[config.mk]
export PLATFORM = sky130hd
export DESIGN_NAME = multicycle_controller
export DESIGN_NICKNAME = d
export VERILOG_FILES = /design/src/rtl/mc_pkg.sv /design/src/rtl/mc_alu_op_decoder.sv /design/src/rtl/multicycle_controller.sv
export SDC_FILE = /design/constraint.sdc
export NUM_CORES = 1
export LEC_CHECK = 0
export ABC_AREA = 1
export CAP_MARGIN = 30
export CORE_MARGIN = 2
export CORE_UTILIZATION = 37
export CTS_CLUSTER_DIAMETER = 80
export DETAILED_ROUTE_END_ITERATION = 10
export PLACE_DENSITY = 0.95
export SYNTH_ARGS = -nofsm -noshare
export SYNTH_HDL_FRONTEND = slang
export SYNTH_SLANG_ARGS = --single-unit
[constraint.sdc]
create_clock -name clk -period 2.2 [get_ports clk]
set_clock_uncertainty 0.1 [all_clocks]
set_input_delay 0.44 -clock clk [delete_from_list [all_inputs] [get_ports clk]]
set_output_delay 0.44 -clock clk [all_outputs]
set_load 0.03 [all_outputs]
[src/rtl/mc_pkg.sv]
// rtl/mc_pkg.sv - shared encodings for the multicycle controller (states, opcodes, mux selects, ALU codes)
package mc_pkg;

    typedef enum logic [3:0] {
        S_FETCH    = 4'd0,
        S_DECODE   = 4'd1,
        S_MEMADR   = 4'd2,
        S_MEMREAD  = 4'd3,
        S_MEMWB    = 4'd4,
        S_MEMWRITE = 4'd5,
        S_EXECUTER = 4'd6,
        S_EXECUTEI = 4'd7,
        S_ALUWB    = 4'd8,
        S_BEQ      = 4'd9,
        S_JAL      = 4'd10,
        S_TRAP     = 4'd11
    } state_t;

    typedef enum logic [1:0] {
        ALUOP_ADD   = 2'b00,
        ALUOP_SUB   = 2'b01,
        ALUOP_FUNCT = 2'b10
    } alu_op_t;

    localparam logic [6:0] OP_LW    = 7'b0000011;
    localparam logic [6:0] OP_SW    = 7'b0100011;
    localparam logic [6:0] OP_RTYPE = 7'b0110011;
    localparam logic [6:0] OP_ITYPE = 7'b0010011;
    localparam logic [6:0] OP_BEQ   = 7'b1100011;
    localparam logic [6:0] OP_JAL   = 7'b1101111;

    localparam logic [2:0] ALU_ADD = 3'b000;
    localparam logic [2:0] ALU_SUB = 3'b001;
    localparam logic [2:0] ALU_AND = 3'b010;
    localparam logic [2:0] ALU_OR  = 3'b011;
    localparam logic [2:0] ALU_SLT = 3'b101;

    localparam logic [1:0] SRCA_PC    = 2'b00;
    localparam logic [1:0] SRCA_OLDPC = 2'b01;
    localparam logic [1:0] SRCA_RS1   = 2'b10;

    localparam logic [1:0] SRCB_RS2  = 2'b00;
    localparam logic [1:0] SRCB_IMM  = 2'b01;
    localparam logic [1:0] SRCB_FOUR = 2'b10;

    localparam logic [1:0] RES_ALUOUT    = 2'b00;
    localparam logic [1:0] RES_RDATA     = 2'b01;
    localparam logic [1:0] RES_ALURESULT = 2'b10;

    localparam logic [1:0] IMM_I = 2'b00;
    localparam logic [1:0] IMM_S = 2'b01;
    localparam logic [1:0] IMM_B = 2'b10;
    localparam logic [1:0] IMM_J = 2'b11;

    // Immediate format follows the opcode alone, independent of state.
    function automatic logic [1:0] imm_src_of(input logic [6:0] op);
        logic [1:0] r_imm;
        case (op)
            OP_SW:   r_imm = IMM_S;
            OP_BEQ:  r_imm = IMM_B;
            OP_JAL:  r_imm = IMM_J;
            default: r_imm = IMM_I;
        endcase
        return r_imm;
    endfunction

endpackage

[src/rtl/mc_alu_op_decoder.sv]
// rtl/mc_alu_op_decoder.sv - maps the FSM's ALU operation class plus funct fields to ALUControl
module mc_alu_op_decoder
    import mc_pkg::*;
(
    input  logic [1:0] i_alu_op,
    input  logic [2:0] i_funct3,
    input  logic [6:0] i_funct7,
    input  logic [6:0] i_op,
    output logic [2:0] o_alu_control
);

    logic [2:0] w_alu_control;
    logic       w_is_sub;
    logic       w_unused_bits;

    // Only R-type (Op[5]=1) with funct7[5] selects sub; addi never subtracts.
    assign w_is_sub      = i_op[5] & i_funct7[5];
    assign w_unused_bits = ^{i_funct7[6], i_funct7[4:0], i_op[6], i_op[4:0]};

    always_comb begin
        w_alu_control = ALU_ADD;
        case (i_alu_op)
            ALUOP_ADD: w_alu_control = ALU_ADD;
            ALUOP_SUB: w_alu_control = ALU_SUB;
            ALUOP_FUNCT: begin
                case (i_funct3)
                    3'b000:  w_alu_control = w_is_sub ? ALU_SUB : ALU_ADD;
                    3'b010:  w_alu_control = ALU_SLT;
                    3'b110:  w_alu_control = ALU_OR;
                    3'b111:  w_alu_control = ALU_AND;
                    default: w_alu_control = ALU_ADD;
                endcase
            end
            default: w_alu_control = ALU_ADD;
        endcase
    end

    assign o_alu_control = w_alu_control;

endmodule

[src/rtl/multicycle_controller.sv]
// rtl/multicycle_controller.sv - multicycle RISC-V sequencing FSM; MC_ILLEGAL_TRAP_EN adds TRAP state and illegal_op
module multicycle_controller
    import mc_pkg::*;
#(
    parameter int         STATE_W     = 4,
    parameter logic [3:0] RESET_STATE = 4'd0
) (
    input  logic               clk,
    input  logic               rst,
    input  logic [6:0]         Op,
    input  logic [2:0]         funct3,
    input  logic [6:0]         funct7,
    input  logic               Zero,
    input  logic               mem_ready,
    output logic               PCWrite,
    output logic               AdrSrc,
    output logic               IRWrite,
    output logic               MemWrite,
    output logic               RegWrite,
    output logic [1:0]         ResultSrc,
    output logic [1:0]         ALUSrcA,
    output logic [1:0]         ALUSrcB,
    output logic [1:0]         ImmSrc,
    output logic [2:0]         ALUControl,
    output logic               instr_done,
    output logic [STATE_W-1:0] state_o
`ifdef MC_ILLEGAL_TRAP_EN
    ,
    output logic               illegal_op
`endif
);

    state_t     r_state;
    state_t     w_next_state;
    alu_op_t    w_alu_op;
    logic       w_pc_write;
    logic       w_adr_src;
    logic       w_ir_write;
    logic       w_mem_write;
    logic       w_reg_write;
    logic       w_instr_done;
    logic [1:0] w_result_src;
    logic [1:0] w_src_a;
    logic [1:0] w_src_b;

    always_ff @(posedge clk) begin
        if (rst) begin
            r_state <= state_t'(RESET_STATE);
        end else begin
            r_state <= w_next_state;
        end
    end

    always_comb begin
        w_next_state = S_FETCH;
        w_alu_op     = ALUOP_ADD;
        w_pc_write   = 1'b0;
        w_adr_src    = 1'b0;
        w_ir_write   = 1'b0;
        w_mem_write  = 1'b0;
        w_reg_write  = 1'b0;
        w_instr_done = 1'b0;
        w_result_src = RES_ALUOUT;
        w_src_a      = SRCA_PC;
        w_src_b      = SRCB_RS2;

        case (r_state)
            S_FETCH: begin
                w_adr_src    = 1'b0;
                w_src_a      = SRCA_PC;
                w_src_b      = SRCB_FOUR;
                w_result_src = RES_ALURESULT;
                w_ir_write   = mem_ready;
                w_pc_write   = mem_ready;
                w_next_state = mem_ready ? S_DECODE : S_FETCH;
            end
            S_DECODE: begin
                // Branch target is computed here so BEQ only needs the compare.
                w_src_a = SRCA_OLDPC;
                w_src_b = SRCB_IMM;
                case (Op)
                    OP_LW, OP_SW: w_next_state = S_MEMADR;
                    OP_RTYPE:     w_next_state = S_EXECUTER;
                    OP_ITYPE:     w_next_state = S_EXECUTEI;
                    OP_BEQ:       w_next_state = S_BEQ;
                    OP_JAL:       w_next_state = S_JAL;
                    default: begin
`ifdef MC_ILLEGAL_TRAP_EN
                        w_next_state = S_TRAP;
`else
                        w_next_state = S_FETCH;
                        w_instr_done = 1'b1;
`endif
                    end
                endcase
            end
            S_MEMADR: begin
                w_src_a      = SRCA_RS1;
                w_src_b      = SRCB_IMM;
                w_next_state = (Op == OP_SW) ? S_MEMWRITE : S_MEMREAD;
            end
            S_MEMREAD: begin
                w_adr_src    = 1'b1;
                w_result_src = RES_ALUOUT;
                w_next_state = mem_ready ? S_MEMWB : S_MEMREAD;
            end
            S_MEMWB: begin
                w_result_src = RES_RDATA;
                w_reg_write  = 1'b1;
                w_instr_done = 1'b1;
                w_next_state = S_FETCH;
            end
            S_MEMWRITE: begin
                // Strobe stays high for the whole wait so slow memories see a stable write.
                w_adr_src    = 1'b1;
                w_mem_write  = 1'b1;
                w_instr_done = mem_ready;
                w_next_state = mem_ready ? S_FETCH : S_MEMWRITE;
            end
            S_EXECUTER: begin
                w_src_a      = SRCA_RS1;
                w_src_b      = SRCB_RS2;
                w_alu_op     = ALUOP_FUNCT;
                w_next_state = S_ALUWB;
            end
            S_EXECUTEI: begin
                w_src_a      = SRCA_RS1;
                w_src_b      = SRCB_IMM;
                w_alu_op     = ALUOP_FUNCT;
                w_next_state = S_ALUWB;
            end
            S_ALUWB: begin
                w_result_src = RES_ALUOUT;
                w_reg_write  = 1'b1;
                w_instr_done = 1'b1;
                w_next_state = S_FETCH;
            end
            S_BEQ: begin
                w_src_a      = SRCA_RS1;
                w_src_b      = SRCB_RS2;
                w_alu_op     = ALUOP_SUB;
                w_result_src = RES_ALUOUT;
                w_pc_write   = Zero;
                w_instr_done = 1'b1;
                w_next_state = S_FETCH;
            end
            S_JAL: begin
                // PC takes the jump target from ALUOut while PC+4 is formed for rd in ALUWB.
                w_src_a      = SRCA_OLDPC;
                w_src_b      = SRCB_FOUR;
                w_result_src = RES_ALUOUT;
                w_pc_write   = 1'b1;
                w_next_state = S_ALUWB;
            end
`ifdef MC_ILLEGAL_TRAP_EN
            S_TRAP: begin
                w_next_state = S_TRAP;
            end
`endif
            default: begin
                w_next_state = S_FETCH;
            end
        endcase
    end

    mc_alu_op_decoder u_alu_op_decoder (
        .i_alu_op      (w_alu_op),
        .i_funct3      (funct3),
        .i_funct7      (funct7),
        .i_op          (Op),
        .o_alu_control (ALUControl)
    );

    assign PCWrite    = w_pc_write   & ~rst;
    assign IRWrite    = w_ir_write   & ~rst;
    assign MemWrite   = w_mem_write  & ~rst;
    assign RegWrite   = w_reg_write  & ~rst;
    assign instr_done = w_instr_done & ~rst;
    assign AdrSrc     = w_adr_src;
    assign ResultSrc  = w_result_src;
    assign ALUSrcA    = w_src_a;
    assign ALUSrcB    = w_src_b;
    assign ImmSrc     = imm_src_of(Op);
    assign state_o    = STATE_W'(r_state);

`ifdef MC_ILLEGAL_TRAP_EN
    assign illegal_op = (r_state == S_TRAP);
`endif

endmodule

==> impl_results.md, run 1 <==
* Slowest CP cell: clkdlybuf4s50_1
* Die Area at 1965 um2
* WL final at 1909 um
* Yosys warns at 0
* FP Rows at 14
* Register area at 92.59 um2
* CP Cell Sequence: clkdlybuf4s50_1 -> nand3_2 -> buf_4 -> a21oi_1 -> buf_4
* Number of flip-flops in the largest register at 4
* Synthesized area per cell at 5.144 um2
* Io pins at 42
* Leakage at 0.6044 nW
* CTS Buf Count at 3
* Cell family with most CP delay: buffers and inverters
* Clock sink count at 4
* Minimum clock period at 2.168 ns
* Clock tree from TritonCTS: built
* Most common cell after layout, fill and taps aside: nand2_1
* Hold crit path type: input port to register
* Worst Setup Slack, final at 0.03168 ns
* Yosys cell types at 20
* Via count at 861
* Worst Tran Pin Value at 0.3436 ns
* Slew Limit Fails at 0
* Crit-path max FO at 4
* Wire per inst at 10.97 um
* Max-cap check violation count at 0
* # diodes at 0
* Clock Latency Late Sink at 0.23 ns
* Via density at 4.948
* Die Ht at 44.33 um
* Synth Cell Area at 601.8 um2
* Htree depth at 1
* CP endpoint kind: primary output
* Power density cells at 254.3 nW/um2
* R2r setup slk at 0.99 ns
* Net count, final at 183
* CTS clock-pin slew for the worst setup and hold paths at 0.04 ns
* CP required at 1.66 ns
* Vias in the first global route at 764
* FILL cells at 136
* Slowest stage delay, CP at 0.53 ns
* DRT antenna net count at 0
* Initial antenna violation count at 0
* Synth top area share at 21.21%
* Status: finished, final reports clean
* Slew HR at 77.02%
* Core area at 1524 um2
* Chip Width at 44.33 um
* Sequential cell area fraction in the yosys report at 13.31%
* Worst EP arrival at 1.63 ns
* RSZ-0062 raised after global routing: true
* Design Area, Final at 1081 um2
* Largest net degree at the start of global routing at 9
* Seq cells post-synth at 4
* Max clock buf depth at 2
* Number of I/O port buffers at 35
* Synth area leader: nand2_1
* Starting density of the core at 39.49%
* Fmax at 0.4612 GHz
* Area post-placement at 984.7 um2
* Final HPWL DP at 1482 um
* First drt pass iteration count at 4
* Post-place setup slack at -0.03848 ns
* Period utilization at 98.56%
* Syn-to-layout area delta at 79.63%
* Gr ovfl total at 0
* Final setup fails at 0
* Layout cells sized above 1 at 28.48%
* Worst Path Buf+Inv at 3
* Multi-input logic area at 495.5 um2
* Commonest cells after routing, fill and taps aside: nand2_1, nor2_1, inv_1, clkdlybuf4s50_1, buf_4
* Final Wtd Congestion at 0.9160
* Total track usage at 19.34%
* Startpoint Class: input port
* Root buffer cell: clkbuf_4
* Drt initial violations at 18
* Most used cell, CP: buf_4
* First-pass GRT wire length at 2939 um
* Top post-synthesis cells by area: nand2_1, inv_1, dfxtp_1, nor2_1, nand3_1
* Net Count, Synth at 140
* Synth Instances at 117
* Worst vdd ir at 0.0004572 V
* DRC at 0
* Hold Vio Cnt, Final at 0
* Setup CP Type: input port to primary output
-- cells in the mapped netlist --
cell type	number
nand2_1	34
inv_1	22
nor2_1	21
nand3_1	10
a21oi_1	8
dfxtp_1	4
nor2_2	3
ha_1	2
inv_2	2
a21boi_0	1
a31oi_1	1
buf_1	1
nand2_2	1
nand2_4	1
nand4_1	1
nor2_4	1
nor2_8	1
nor4_1	1
o211ai_1	1
o21ai_0	1
-- where the power goes --
group	leakage (nW)	switching (mW)	internal, mW
registers	0.0352	0.00253	0.0716
clock network	0.0138	0.0269	0.0608
logic	0.555	0.0615	0.0516
total	0.604	0.0909	0.184
-- worst paths after layout --
path                    startpoint                    end  cells past startpoint
min reg2reg  state_o[0]$_SDFF_PP0_  state_o[1]$_SDFF_PP0_                      4
max                          Op[6]              ImmSrc[1]                      5
min                          Op[4]  state_o[2]$_SDFF_PP0_                      6
max reg2reg  state_o[0]$_SDFF_PP0_  state_o[3]$_SDFF_PP0_                      7
-- layer usage --
layer / up-vias / part of all wire, % / global-route usage [%]
li1: 439 / - / -
met1: 379 / 39 / 23.76
met2: 37 / 52 / 35.29
met3: 6 / 7.3 / 4.082
met4: 0 / 2.3 / 2.424
met5: - / 0 / 0
-- metrics by stage --
stage                     hold slack [ns]  setup TNS [ns]  cells  utilization (%)  power [mW]
after floorplan                    0.5720        -0.05699    117                -      0.1307
after global placement             0.5931               0    170            64.61      0.1858
after detailed placement           0.6105        -0.03848    170            64.61      0.1882
after CTS                          0.5851       -0.004345    173            67.65      0.2750
after global routing               0.6304         -0.1216    174            70.94      0.2932
final                              0.5878               0    174            70.94      0.2749
-- worst min-delay path, stage by stage --
cell	delay (ns)
dlymetal6s2s_1	0.10
buf_4	0.12
nand3_1	0.06
nand3_1	0.08
nand2_1	0.05
inv_1	0.04
-- area by class of cell --
cell class	count	share of cell area [%]
Timing Repair Buffer	39	33.33
Multi-Input combinational cell	88	45.83
Inverter	24	8.333
Tap cell	16	1.852
Sequential cell	4	8.565
Clock buffer	3	2.083
-- timing repair --
action,4_1_cts,5_1_grt
setup buffers,0,1
hold buffers,0,0
setup endpoints to repair,9,5
pin swaps,0,4
cloned,0,0
resized for setup,14,18
-- cells by family after synthesis --
kind of cell	after synthesis	share of synthesized area (%)
simple gates	74	55.93
buf+inv	25	15.59
compound gates	12	11.02
flops	4	13.31
fa+ha+maj	2	4.157
No activity file was read; power rests on OpenSTA's default activity.
==> inputs of run 2 (changes only) <==
--- a/config.mk
+++ b/config.mk
@@ -6,6 +6,7 @@
 export NUM_CORES = 1
 export LEC_CHECK = 0
 export ABC_AREA = 1
+export ABC_CLOCK_PERIOD_IN_PS = 2200
 export CAP_MARGIN = 30
 export CORE_MARGIN = 2
 export CORE_UTILIZATION = 37
==> results of run 2 <==
Final layout, timing and power as in run 1 (identical DEF).
